File: src/rtl/clk_div_gen.sv
// ---------------------------------------------------------------------------
// clk_div_gen
// Programmable clock divider. It produces a divided clock (a 50% square wave
// or a single-cycle pulse), a terminal-count strobe, and a saturating count
// of terminal counts seen while busy is high. A new divisor can be loaded at
// runtime. It is held as pending and applied at the next period boundary, or
// on the next edge if the divider is paused.
//
// Ports
//   clk        : single clock; everything updates on its rising edge
//   rst        : synchronous, active-high reset
//   en         : divider count enable
//   busy       : qualifies clkcount increments
//   mode       : 0 = 50% toggle output, 1 = single-cycle pulse output
//   div_load   : request to load div_value
//   div_value  : requested divisor (must be >= 2)
//   clr_count  : synchronous clear of clkcount and sat
//   clk_div    : divided output (registered)
//   tick       : one-cycle strobe following each terminal count (registered)
//   clkcount   : number of terminal counts seen with busy high
//   sat        : sticky flag, clkcount has reached its maximum
//   load_ack   : one-cycle pulse, a new divisor was applied
//   load_err   : one-cycle pulse, a requested divisor was rejected
// ---------------------------------------------------------------------------
module clk_div_gen #(
  parameter int DIV_W       = 16,
  parameter int CNT_W       = 32,
  parameter int DEFAULT_DIV = 500
) (
  input  logic             clk,
  input  logic             rst,
  input  logic             en,
  input  logic             busy,
  input  logic             mode,
  input  logic             div_load,
  input  logic [DIV_W-1:0] div_value,
  input  logic             clr_count,
  output logic             clk_div,
  output logic             tick,
  output logic [CNT_W-1:0] clkcount,
  output logic             sat,
  output logic             load_ack,
  output logic             load_err
);

  localparam logic [DIV_W-1:0] DEF_DIV = DIV_W'(DEFAULT_DIV);
  localparam logic [DIV_W-1:0] MIN_DIV = DIV_W'(2);
  localparam logic [CNT_W-1:0] CNT_MAX = '1;

  logic [DIV_W-1:0] r_count;
  logic [DIV_W-1:0] r_divReg;
  logic [DIV_W-1:0] r_divShd;
  logic             r_pend;
  logic             r_clkDiv;
  logic             r_tick;
  logic [CNT_W-1:0] r_clkcount;
  logic             r_sat;
  logic             r_loadAck;
  logic             r_loadErr;

  logic w_loadOk;
  logic w_loadBad;
  logic w_term;
  logic w_apply;

  assign w_loadOk  = div_load && (div_value >= MIN_DIV);
  assign w_loadBad = div_load && (div_value <  MIN_DIV);
  assign w_term    = en && (r_count == (r_divReg - DIV_W'(1)));
  // A pending divisor is applied at a period boundary. If the divider is
  // paused, no boundary is coming, so it is applied on the next edge instead.
  assign w_apply   = r_pend && (w_term || !en);

  // Active and shadow divisors. The apply path reads the old shadow value,
  // so a valid load that lands on the same edge becomes the next pending one.
  always_ff @(posedge clk) begin
    if (rst) begin
      r_divReg <= DEF_DIV;
      r_divShd <= DEF_DIV;
      r_pend   <= 1'b0;
    end else begin
      if (w_apply) begin
        r_divReg <= r_divShd;
      end
      if (w_loadOk) begin
        r_divShd <= div_value;
        r_pend   <= 1'b1;
      end else if (w_apply) begin
        r_pend   <= 1'b0;
      end
    end
  end

  // Period counter. A divisor applied while paused restarts the period.
  always_ff @(posedge clk) begin
    if (rst) begin
      r_count <= '0;
    end else if (w_apply && !en) begin
      r_count <= '0;
    end else if (w_term) begin
      r_count <= '0;
    end else if (en) begin
      r_count <= r_count + DIV_W'(1);
    end
  end

  // Registered outputs. In toggle mode the current level is kept and flipped
  // on each terminal count, so a switch from pulse mode continues from
  // whatever level clk_div has at that moment.
  always_ff @(posedge clk) begin
    if (rst) begin
      r_clkDiv  <= 1'b0;
      r_tick    <= 1'b0;
      r_loadAck <= 1'b0;
      r_loadErr <= 1'b0;
    end else begin
      r_clkDiv  <= mode ? w_term : (r_clkDiv ^ w_term);
      r_tick    <= w_term;
      r_loadAck <= w_apply;
      r_loadErr <= w_loadBad;
    end
  end

  // Busy tick counter. It saturates at all-ones and raises the sticky flag
  // on reaching the maximum. A clear wins over a same-cycle increment.
  always_ff @(posedge clk) begin
    if (rst) begin
      r_clkcount <= '0;
      r_sat      <= 1'b0;
    end else if (clr_count) begin
      r_clkcount <= '0;
      r_sat      <= 1'b0;
    end else if (w_term && busy && (r_clkcount != CNT_MAX)) begin
      r_clkcount <= r_clkcount + CNT_W'(1);
      if (r_clkcount == (CNT_MAX - CNT_W'(1))) begin
        r_sat <= 1'b1;
      end
    end
  end

  assign clk_div  = r_clkDiv;
  assign tick     = r_tick;
  assign clkcount = r_clkcount;
  assign sat      = r_sat;
  assign load_ack = r_loadAck;
  assign load_err = r_loadErr;

endmodule

File: config.mk
export PLATFORM = sky130hd
export DESIGN_NAME = clk_div_gen
export DESIGN_NICKNAME = d
export VERILOG_FILES = /design/src/rtl/clk_div_gen.sv
export SDC_FILE = /design/constraint.sdc
export NUM_CORES = 1
export LEC_CHECK = 0
export CORE_ASPECT_RATIO = 1.5
export CORE_MARGIN = 2
export CORE_UTILIZATION = 40
export DETAILED_ROUTE_END_ITERATION = 10
export GPL_ROUTABILITY_DRIVEN = 0
export PLACE_DENSITY = 0.66
export SYNTH_ARGS = -nofsm -noshare
export SYNTH_HDL_FRONTEND = slang
export SYNTH_SLANG_ARGS = --single-unit
File: constraint.sdc
create_clock -name clk -period 5.46 [get_ports clk]
set_input_delay 0.546 -clock clk [delete_from_list [all_inputs] [get_ports clk]]
set_output_delay 0.546 -clock clk [all_outputs]
set_load 0.005 [all_outputs]
Word level (Yosys, flattened, before mapping)
Index checks and enable logic that the tools add are counted.
Cells by class
  add/subtract/negate cells: 3
  multiplexer cells: 3
  order comparisons: 2
  reduce and logical (&&, ||, !) cells: 13
  bitwise gates (word level): 1
  equality and inequality tests: 3
Operators with widths (count)
  32-bit by 1-bit adder with 32-bit output, second input constant: 1
  32-bit == test, second input constant: 1
  32-bit inequality test, second input constant: 1
  16-bit by 1-bit adder with 16-bit output, second input constant: 1
  16-bit == test: 1
  16-bit by 2-bit >= comparator with 1-bit output, second input constant: 1
  16-bit by 2-bit < comparator with 1-bit output, second input constant: 1
  16-bit by 1-bit subtractor with 16-bit output, second input constant: 1
  1-bit logical AND: 7
  1-bit 2-to-1 mux: 3
  3-bit OR reduction: 1
  2-bit AND reduction: 1
  2-bit nonzero test: 1
  2-bit OR reduction: 1
  1-bit logical NOT: 1
  1-bit logical OR: 1
  1-bit XOR: 1
Storage, ports and cells
  word-level logic and storage cells: 35
  input port bits: 23
  output and inout bits: 37
  flip-flop bits (word level): 86

Depth between registers and ports, before layout
Gate-level depths: netlist of run 1.
  word-level depth: 7
  mapped depth: 14
  mapped depth without buffers: 10

Worst setup path after synthesis of run 1
Ideal clock, no wire load.
  path kind: register to register
  from: register r_divReg[0]
  to: register r_clkcount[9] (netlist: clkcount[9])
  period minus slack after synthesis: 3.675 ns
  arrival time: 3.540 ns
  stages on the path, launching flop included: 15
  required time: 5.325 ns
  setup slack: 1.785 ns
  cells stage by stage: dfxtp_1 -> inv_1 -> ha_1 -> or4b_2 -> clkbuf_1 -> nor3_1 -> mux2i_1 -> nor2_1 -> or4_1 -> buf_2 -> or3_4 -> buf_6 -> buf_2 -> o311ai_0 -> o41ai_1
On the way
  cells in the longest elaborated chain, start to end: 5
Ends and longest elaborated chain
  start, declared: RTL line 51  | logic [DIV_W-1:0] r_divReg;
  start signal, assigned: RTL line 82  | r_divReg <= r_divShd;
  16-bit by 1-bit subtractor with 16-bit output: RTL line 68  | assign w_term = en && (r_count == (r_divReg - DIV_W'(1)));
  16-bit == test: RTL line 68
  1-bit logical AND: RTL line 68
  1-bit logical AND (2 in series): RTL line 132  | end else if (w_term && busy && (r_clkcount != CNT_MAX)) begin
  end signal, assigned: RTL line 133  | r_clkcount <= r_clkcount + CNT_W'(1);
  end, declared: RTL line 56  | logic [CNT_W-1:0] r_clkcount;
Every way passes these cells.
A chain may end at the register's enable or synchronous reset.

Worst setup path after layout of run 1
  from: register r_divReg[0]
  to: register r_clkDiv (netlist: clk_div)
On the way
  cells in the longest elaborated chain, start to end: 5
Ends and longest elaborated chain
  16-bit by 1-bit subtractor with 16-bit output (*): RTL line 68
  16-bit == test (*): RTL line 68
  1-bit logical AND (*): RTL line 68
  1-bit XOR: RTL line 116  | r_clkDiv <= mode ? w_term : (r_clkDiv ^ w_term);
  1-bit 2-to-1 mux (*): RTL line 116
  end signal, assigned: RTL line 116
  end, declared: RTL line 54  | logic r_clkDiv;
Mark *: on every way between the ends. The rest lies on a longest branch, timed or not.

==> impl_metrics.tcl, run 1 <==
set metrics [dict create \
    die_x_microns 89.69 \
    synth_seq_cells 86 \
    cts-root-buf "clkbuf_16" \
    end_kind "flip-flop" \
    cts-hold-fix-buffers 0 \
    rows 46 \
    track_usage_pct 19.08 \
    drt_iter0_drc 171 \
    avgSynthCellArea_sq_um 8.281 \
    fin_cells 713 \
    synth_cell_types 53 \
    post_synth_instance_area_sq_mm 0.004405 \
    worst_pin_slew_ns 1.149 \
    syn_inst 532 \
    ys.flop_type "dfxtp_1" \
    fin_util_pct 49.67 \
    synth_edf_count 0 \
    path_max_fanout 31 \
    slew_violations 0 \
    post_cts_buffers 0 \
    cp.required_ns 5.69 \
    hold_ws_ns 0.4586 \
    ys_seq_area_share_pct 39.08 \
    grt_max_degree 56 \
    powerDensity_mw_per_mm2 246.0 \
    vias_per_cell 5.738 \
    h-tree-depth 3 \
    area_delta_synth_final_pct 20.05 \
    initial_core_util_pct 41.37 \
    async_flop_share_pct 0 \
    wl_per_cell_microns 15.37 \
    clk_pin_slew_worst_paths_ns 0.06 \
    hold_viol_final 0 \
    dr.pass1.iters 5 \
    p_leak_nw 1.778 \
    worst_clock_skew_ns 0.007695 \
    synth.area.top_cells "dfxtp_1, mux2i_1, or3_1" \
    synth.top_cell.area_share_pct 39.08 \
    cts.repair.resized 0 \
    num_vias 4091 \
    setup_viol 0 \
    grt_remaining_overflow 0 \
    portBuffers 59 \
    slowest_delay_ns 0.70 \
    pre_cts_slack_ns 1.143 \
    critPathLaunchType "flip-flop" \
    yosysWarnings 0 \
    path_cells "inv_1 -> ha_1 -> or4b_2 -> nor3_1 -> mux2i_1 -> nor2_1 -> or4_1 -> or3_4 -> nor2_2 -> mux2_2" \
    wl_mm 10.96 \
    vdd_ir_drop_max_uv 162.2 \
    grt_first_pass_wirelength_mm 17.95 \
    maxCapViolCount 0 \
    synth_top_area_cell "dfxtp_1" \
    numCtsBuffers 9 \
    antenna_cells 0 \
    slowest_stage "or4b_2" \
    ioPinCount 60 \
    clockBufferDepth 2 \
    clock_latency_ns 0.34 \
    crit_type "flip-flop to flip-flop" \
    place_inst 698 \
    grt_pass1_vias 3723 \
    layout.nets 592 \
    maxSlewHeadroom_pct 23.42 \
    dieArea_sq_mm 0.01189 \
    r2r_slack_ns 1.09 \
    crit_arrival_ns 4.60 \
    hold_class "flip-flop to flip-flop" \
    final.period_utilization_pct 79.96 \
    antenna_found_initial 0 \
    dieHeight_microns 132.5 \
    ant_nets 0 \
    layout_setup_ws_ns 1.094 \
    dp_hpwl_mm 8.013 \
    drc 0 \
    cts_tree "built" \
    drive_gt1_share_pct 4.394 \
    cts_sinks 86 \
    timing.setup.tns_ns 0 \
    status "completed" \
    grt_setup_unrepaired "false" \
    core_sq_mm 0.01065 \
    post-route-min-period_ns 4.366 \
    fmax_mhz 229.0 \
    syn-num-nets 559 \
]
## critical path: cells and delay by family, from the launching register on
kind,cells,cell delay (ns)
and+or+nand+nor,6,2.97
muxes,2,0.65
DFF,1,0.34
adders and majority gates,1,0.21
buffers and inverters,1,0.07
## through the flow
stage / total power [W] / instance area (sq um)
after global placement: 0.0007381 / 5012
after global routing: 0.001353 / 5289
final: 0.001301 / 5289
after floorplan: 0.0007096 / 4405
after CTS: 0.001315 / 5289
after detailed placement: 0.0007407 / 5012
## Yosys cell counts (14+ instances only)
cell and n:
dfxtp_1 86, nand2_1 46, nor2_1 41, a21oi_1 34, nor3_1 31, clkbuf_1 28, or3_1 28, nand3_1 21
nand4_1 19, mux2i_1 18, xnor2_1 18, xor2_1 18, o21ai_0 14
## layer usage
| layer | track usage, % | vias to the layer above | share of wire (%) |
|---|---|---|---|
| met3 | 4.242 | 20 | 4.3 |
| li1 | - | 2006 | - |
| met5 | 0 | - | 0 |
| met4 | 7.960 | 0 | 2.4 |
| met2 | 33.29 | 121 | 53 |
| met1 | 21.61 | 1944 | 40 |
## registers in the layout (all words and copies together) (netlist names)
name and cells:
tick 1, r_divShd 16, load_ack 1, r_divReg 16
clkcount 32, load_err 1, clk_div 1, sat 1
r_count 16, r_pend 1
## cell families after synthesis
kind of cell,share of synthesized area (%)
adder cells (fa/ha/maj),1.136
flip-flops,39.08
AND/OR/NAND/NOR,30.45
XOR/XNOR,7.157
multiplexers,4.345
buffers and inverters,4.544
AO/OA/AOI/OAI,13.29
## final cells by class
type | instances | area (sq um)
repair buffers | 59 | 585.6
multi-input cells | 398 | 2484
clock buffers | 12 | 256.5
fillers | 1045 | 5359
clock inverters | 3 | 20.02
inverters | 11 | 41.29
well taps | 144 | 180.2
flip-flops and latches | 86 | 1722
## worst paths after layout
path	start	end	cells past startpoint
worst max-delay path	r_divReg[0]	clk_div	10
worst min-delay path	r_divShd[10]	r_divShd[10]	2
worst max register to register	r_divReg[0]	clk_div	10
worst min register to register	r_divShd[10]	r_divShd[10]	2
## placed cells by master (no fill, tap or decap), types with 9 or more instances in the layout
cell             synthesis  layout
nand2_1                 46      46
or3_1                   28      28
inv_1                   11      11
or4_1                   11      11
clkdlybuf4s50_1          0      58
and3_1                   9       9
dfxtp_1                 86      86
nor4_1                  12      12
nor2_1                  41      41
o21ai_0                 14      14
xnor2_1                 18      18
nand3_1                 21      21
clkbuf_16                0       9
xor2_1                  18      18
nor3_1                  31      31
mux2i_1                 18      18
a21oi_1                 34      34
nand4_1                 19      19
## report_power, final
part,switching [W],total (W),internal (W)
registers,0.0000107,0.000650,0.000639
logic,0.0000426,0.0000766,0.0000340
clock network,0.000245,0.000574,0.000330
Note: power is estimated with default switching activity, not from simulation.
==> inputs of run 2 (changes only) <==
==> constraint.sdc (replaced) <==
create_clock -name clk -period 4.2 [get_ports clk]
set_input_delay 0.42 -clock clk [delete_from_list [all_inputs] [get_ports clk]]
set_output_delay 0.42 -clock clk [all_outputs]
set_load 0.005 [all_outputs]
==> run 2 against run 1 <==
Net effect: register-to-register slack got worse by 0.81 ns; worst hold slack got worse by 0.0022 ns; clock power increased by 31%; critical endpoint is now r_divReg[5]; highest routed layer unchanged.
==> impl_metrics.tcl, run 2 (synthesis gave the netlist of run 1 again) <==
set metrics [dict create \
    numCtsBuffers 9 \
    vdd_ir_drop_max_uv 209.0 \
    drc 0 \
    p_leak_nw 1.807 \
    worst_pin_slew_ns 1.057 \
    portBuffers 59 \
    final_common_cell "dfxtp_1" \
    clock_latency_ns 0.34 \
    die_x_microns 89.69 \
    grt_remaining_overflow 0 \
    ant_nets 0 \
    grt_setup_unrepaired "false" \
    wl_mm 10.93 \
    post_cts_buffers 0 \
    layout.nets 597 \
    dieHeight_microns 132.5 \
    powerDensity_mw_per_mm2 318.1 \
    dr.pass1.iters 4 \
    ioPinCount 60 \
    largest_reg_flops 32 \
    mostFrequentLayoutCells "dfxtp_1, clkdlybuf4s50_1, nand2_1" \
    grt_pass1_vias 3873 \
    crit_type "flip-flop to flip-flop" \
    dp_hpwl_mm 7.867 \
    setup_viol 0 \
    cp.required_ns 4.38 \
    grt_max_degree 56 \
    min-delay-start "r_divShd[13]" \
    cts.repair.resized 0 \
    critPathLaunchType "flip-flop" \
    grt_first_pass_wirelength_mm 17.82 \
    area_delta_synth_final_pct 21.10 \
    r2r_end "r_divReg[5]" \
    slew_violations 0 \
    timing.setup.tns_ns 0 \
    r2r_slack_ns 0.28 \
    antenna_found_initial 0 \
    hold-path-cell-count 2 \
    cts-root-buf "clkbuf_16" \
    h-tree-depth 3 \
    antenna_cells 0 \
    maxSlewHeadroom_pct 29.55 \
    crit_arrival_ns 4.10 \
    final.period_utilization_pct 93.30 \
    vias_per_cell 5.722 \
    hold_class "flip-flop to flip-flop" \
    fmax_mhz 255.2 \
    num_vias 4114 \
    drt_iter0_drc 181 \
    maxCapViolCount 0 \
    drive_gt1_share_pct 5.391 \
    path_max_fanout 21 \
    track_usage_pct 18.99 \
    min_to "r_divShd[13]" \
    status "completed" \
    wl_per_cell_microns 15.20 \
    cts_tree "built" \
    end_kind "flip-flop" \
    dieArea_sq_mm 0.01189 \
    cts_sinks 86 \
    worst_clock_skew_ns 0.01195 \
    core_sq_mm 0.01065 \
    rows 46 \
    reg2reg_from "r_divReg[0]" \
    cts-hold-fix-buffers 0 \
    hold_viol_final 0 \
    post-route-min-period_ns 3.919 \
    clk_pin_slew_worst_paths_ns 0.06 \
    reg2reg_depth 10 \
    power.total_w 0.001697 \
    initial_core_util_pct 41.37 \
    clockBufferDepth 2 \
]
## run 2: how the worst max path moves through the flow
stage                    to  slack (ns)         from  cells past startpoint
6_report        r_divReg[5]        0.28  r_divReg[0]                     10
2_1_floorplan   clkcount[9]        0.52  r_divReg[0]                     14
4_1_cts         r_divReg[5]        0.30  r_divReg[0]                     10
3_5_place_dp    r_divReg[5]        0.31  r_divReg[0]                     10
5_1_grt         r_divReg[7]        0.03  r_divReg[0]                     10
3_3_place_gp   clkcount[11]        0.47  r_divReg[0]                     10
## run 2: worst max-delay path, stage by stage, from the launching register on
cell and delay (ns):
dfxtp_1 0.34, inv_1 0.07, ha_1 0.20, or4b_2 0.70, nor3_1 0.32, mux2i_1 0.23, nor2_1 0.08, or4_1 0.66
o41a_1 0.74, nor3_1 0.33, a21oi_1 0.07
## run 2: final cells by class
cell class	instances	area [sq um]
sequential	86	1722
inverter	11	41.29
fill	1053	5313
tap	144	180.2
clock inverter	5	42.54
clock buffer	11	242.7
multi-input combinational	398	2484
timing repair buffer	64	623.1
## run 2: per-stage QoR
step	worst slack (ns)	hold WS, ns	area, sq um	instances	util (%)
2_1_floorplan	0.5247	0.4357	4405	532	-
3_3_place_gp	0.4735	0.4461	5050	703	47.43
3_5_place_dp	0.3138	0.4482	5050	703	47.43
4_1_cts	0.3046	0.4570	5335	719	50.11
5_1_grt	0.02863	0.4784	5335	719	50.11
6_report	0.2812	0.4564	5335	719	50.11
## run 2: routing by layer
| metal | vias up | part of all wire [%] | GRT usage [%] |
|---|---|---|---|
| li1 | 2016 | - | - |
| met1 | 1973 | 40 | 21.27 |
| met2 | 105 | 53 | 32.92 |
| met3 | 20 | 4.3 | 3.805 |
| met4 | 0 | 2.6 | 9.453 |
| met5 | - | 0 | 0 |
## run 2: power by group
part           switching, W  internal (W)
Combinational     0.0000562     0.0000452
Clock              0.000330      0.000422
Sequential        0.0000131      0.000831
==> inputs of run 3 (changes only) <==
--- a/config.mk
+++ b/config.mk
@@ -10,7 +10,7 @@
 export CORE_UTILIZATION = 40
 export DETAILED_ROUTE_END_ITERATION = 10
 export GPL_ROUTABILITY_DRIVEN = 0
-export PLACE_DENSITY = 0.66
+export SETUP_SLACK_MARGIN = 0.3
 export SYNTH_ARGS = -nofsm -noshare
 export SYNTH_HDL_FRONTEND = slang
 export SYNTH_SLANG_ARGS = --single-unit
==> run 3 against run 2 <==
Net effect: flip-flop and latch count is the same; worst hold slack got worse by 0.0013 ns; sequential share of layout area fell by 0.31 points; clock-buffer cell count down 1; largest cell class unchanged; first-iteration DRC count decreased by 14%; cell area up 0.98%; worst setup slack better by 0.37 ns; fmax is 10% higher.
==> impl_metrics.tcl, run 3 (synthesis gave the netlist of run 1 again) <==
set metrics [dict create \
    vias_per_cell 5.647 \
    wl_met3_microns 454 \
    mostFrequentLayoutCells "dfxtp_1, clkdlybuf4s50_1, nand2_1" \
    pre_cts_slack_ns 0.3300 \
    fillers 1037 \
    grt_max_degree 56 \
    ioPinCount 60 \
    setup_viol 0 \
    clk_pin_slew_worst_paths_ns 0.06 \
    final.period_utilization_pct 84.52 \
    seqPwrFrac_pct 47.7 \
    slowest_stage "or4_1" \
    drive_gt1_share_pct 6.250 \
    dieArea_sq_mm 0.01189 \
    worst_clock_skew_ns 0.007346 \
    wl_mm 11.45 \
    worst_pin_slew_ns 0.9459 \
    dieHeight_microns 132.5 \
    p_int_w 0.001356 \
    post-route-min-period_ns 3.550 \
    die_x_microns 89.69 \
    hold_viol_final 0 \
    grt_setup_unrepaired "false" \
    core_sq_mm 0.01065 \
    hold_class "flip-flop to flip-flop" \
    portBuffers 59 \
    path_max_fanout 16 \
    drc 0 \
    p_leak_nw 1.827 \
    ant_nets 0 \
    path_cells "or4_1 -> nor3_4 -> xnor2_1 -> or4_1 -> or4_4 -> or3_4 -> or4_1 -> a21oi_1" \
    maxSlewHeadroom_pct 36.76 \
    area_delta_synth_final_pct 22.29 \
    clock_latency_ns 0.35 \
    critPathLaunchType "flip-flop" \
    final_common_cell "dfxtp_1" \
    crit_type "flip-flop to flip-flop" \
    power.total_w 0.001771 \
    slowest_delay_ns 0.67 \
    rows 46 \
    fin_util_pct 50.60 \
    h-tree-depth 3 \
    pwr-share-clk_pct 46.6 \
    wl_per_cell_microns 15.90 \
    grt_first_pass_wirelength_mm 18.37 \
    end_kind "flip-flop" \
    grt_pass1_vias 3734 \
    cts-hold-fix-buffers 0 \
    cp.required_ns 4.48 \
    met2WireLength_mm 6.050 \
    cts_tree "built" \
    cts-root-buf "clkbuf_16" \
    largest_reg_flops 32 \
    status "completed" \
    slew_violations 0 \
    crit_top_cell "or4_1" \
    vdd_ir_drop_max_uv 194.2 \
    num_vias 4066 \
    cts_sinks 86 \
    switching_power_w 0.0004152 \
    clockBufferDepth 2 \
    initial_core_util_pct 41.37 \
    crit_arrival_ns 3.83 \
    drt_iter0_drc 155 \
    swShare_pct 23.45 \
    powerDensity_mw_per_mm2 328.7 \
    antenna_cells 0 \
    postPlaceCellArea_sq_mm 0.005050 \
    crit_family "simple AND/OR/NAND/NOR gates" \
    dr.pass1.iters 4 \
    dr.max_layer_used "met4" \
    wl_met1_mm 4.604 \
    timing.setup.tns_ns 0 \
    grt_remaining_overflow 0 \
    layout.nets 598 \
    fmax_mhz 281.7 \
    crit_buf_inv 0 \
    track_usage_pct 19.72 \
    fin_area_sq_mm 0.005388 \
    maxCapViolCount 0 \
    antenna_found_initial 0 \
    layout_setup_ws_ns 0.6500 \
    dp_hpwl_mm 8.089 \
    pwr-share-comb_pct 5.7 \
    numCtsBuffers 9 \
]
[run 3: area by class of cell]
cell class,count,area (sq um),area share [%]
sequential,86,1722,31.96
tap,144,180.2,3.344
clock inverter,6,68.82,1.277
clock buffer,10,239.0,4.436
timing repair buffer,64,623.1,11.57
multi-input combinational,399,2514,46.66
inverter,11,41.29,0.7664
[run 3: final timing paths]
path                                     end         start  cells past startpoint  slack [ns]
worst min-delay path            r_divShd[11]  r_divShd[11]                      2        0.46
worst min register to register  r_divShd[11]  r_divShd[11]                      2        0.46
worst max-delay path            clkcount[10]   r_divReg[7]                      8        0.65
worst max register to register  clkcount[10]   r_divReg[7]                      8        0.65
[run 3: stage by stage]
step	cells	hold slack (ns)
after floorplan	532	0.4357
after global placement	703	0.4436
after detailed placement	703	0.4510
after CTS	719	0.4593
after global routing	720	0.4747
final	720	0.4550
[run 3: worst register-to-register path, stage by stage (launching register included)]
cell     delay, ns
dfxtp_1       0.37
or4_1         0.67
nor3_4        0.18
xnor2_1       0.07
or4_1         0.44
or4_4         0.61
or3_4         0.50
or4_1         0.49
a21oi_1       0.15
[run 3: layer usage]
metal	global-route usage [%]	up-vias
li1	-	2027
met1	22.65	1907
met2	33.62	107
met3	4.242	25
met4	9.453	0
met5	0	-
[run 3: power groups by stage]
stage / clock network, W / registers, W / logic (W)
after floorplan: 0 / 0.000858 / 0.0000645
after global routing: 0.000868 / 0.000846 / 0.000114
final: 0.000825 / 0.000844 / 0.000102
after detailed placement: 0 / 0.000863 / 0.000102
after CTS: 0.000839 / 0.000844 / 0.000102
after global placement: 0 / 0.000862 / 0.000100
[run 3: timing repair]
action / in CTS / in global routing
endpoints found under the setup margin: 0 / 38
buffers inserted: 0 / 0
resized for setup: 0 / 6
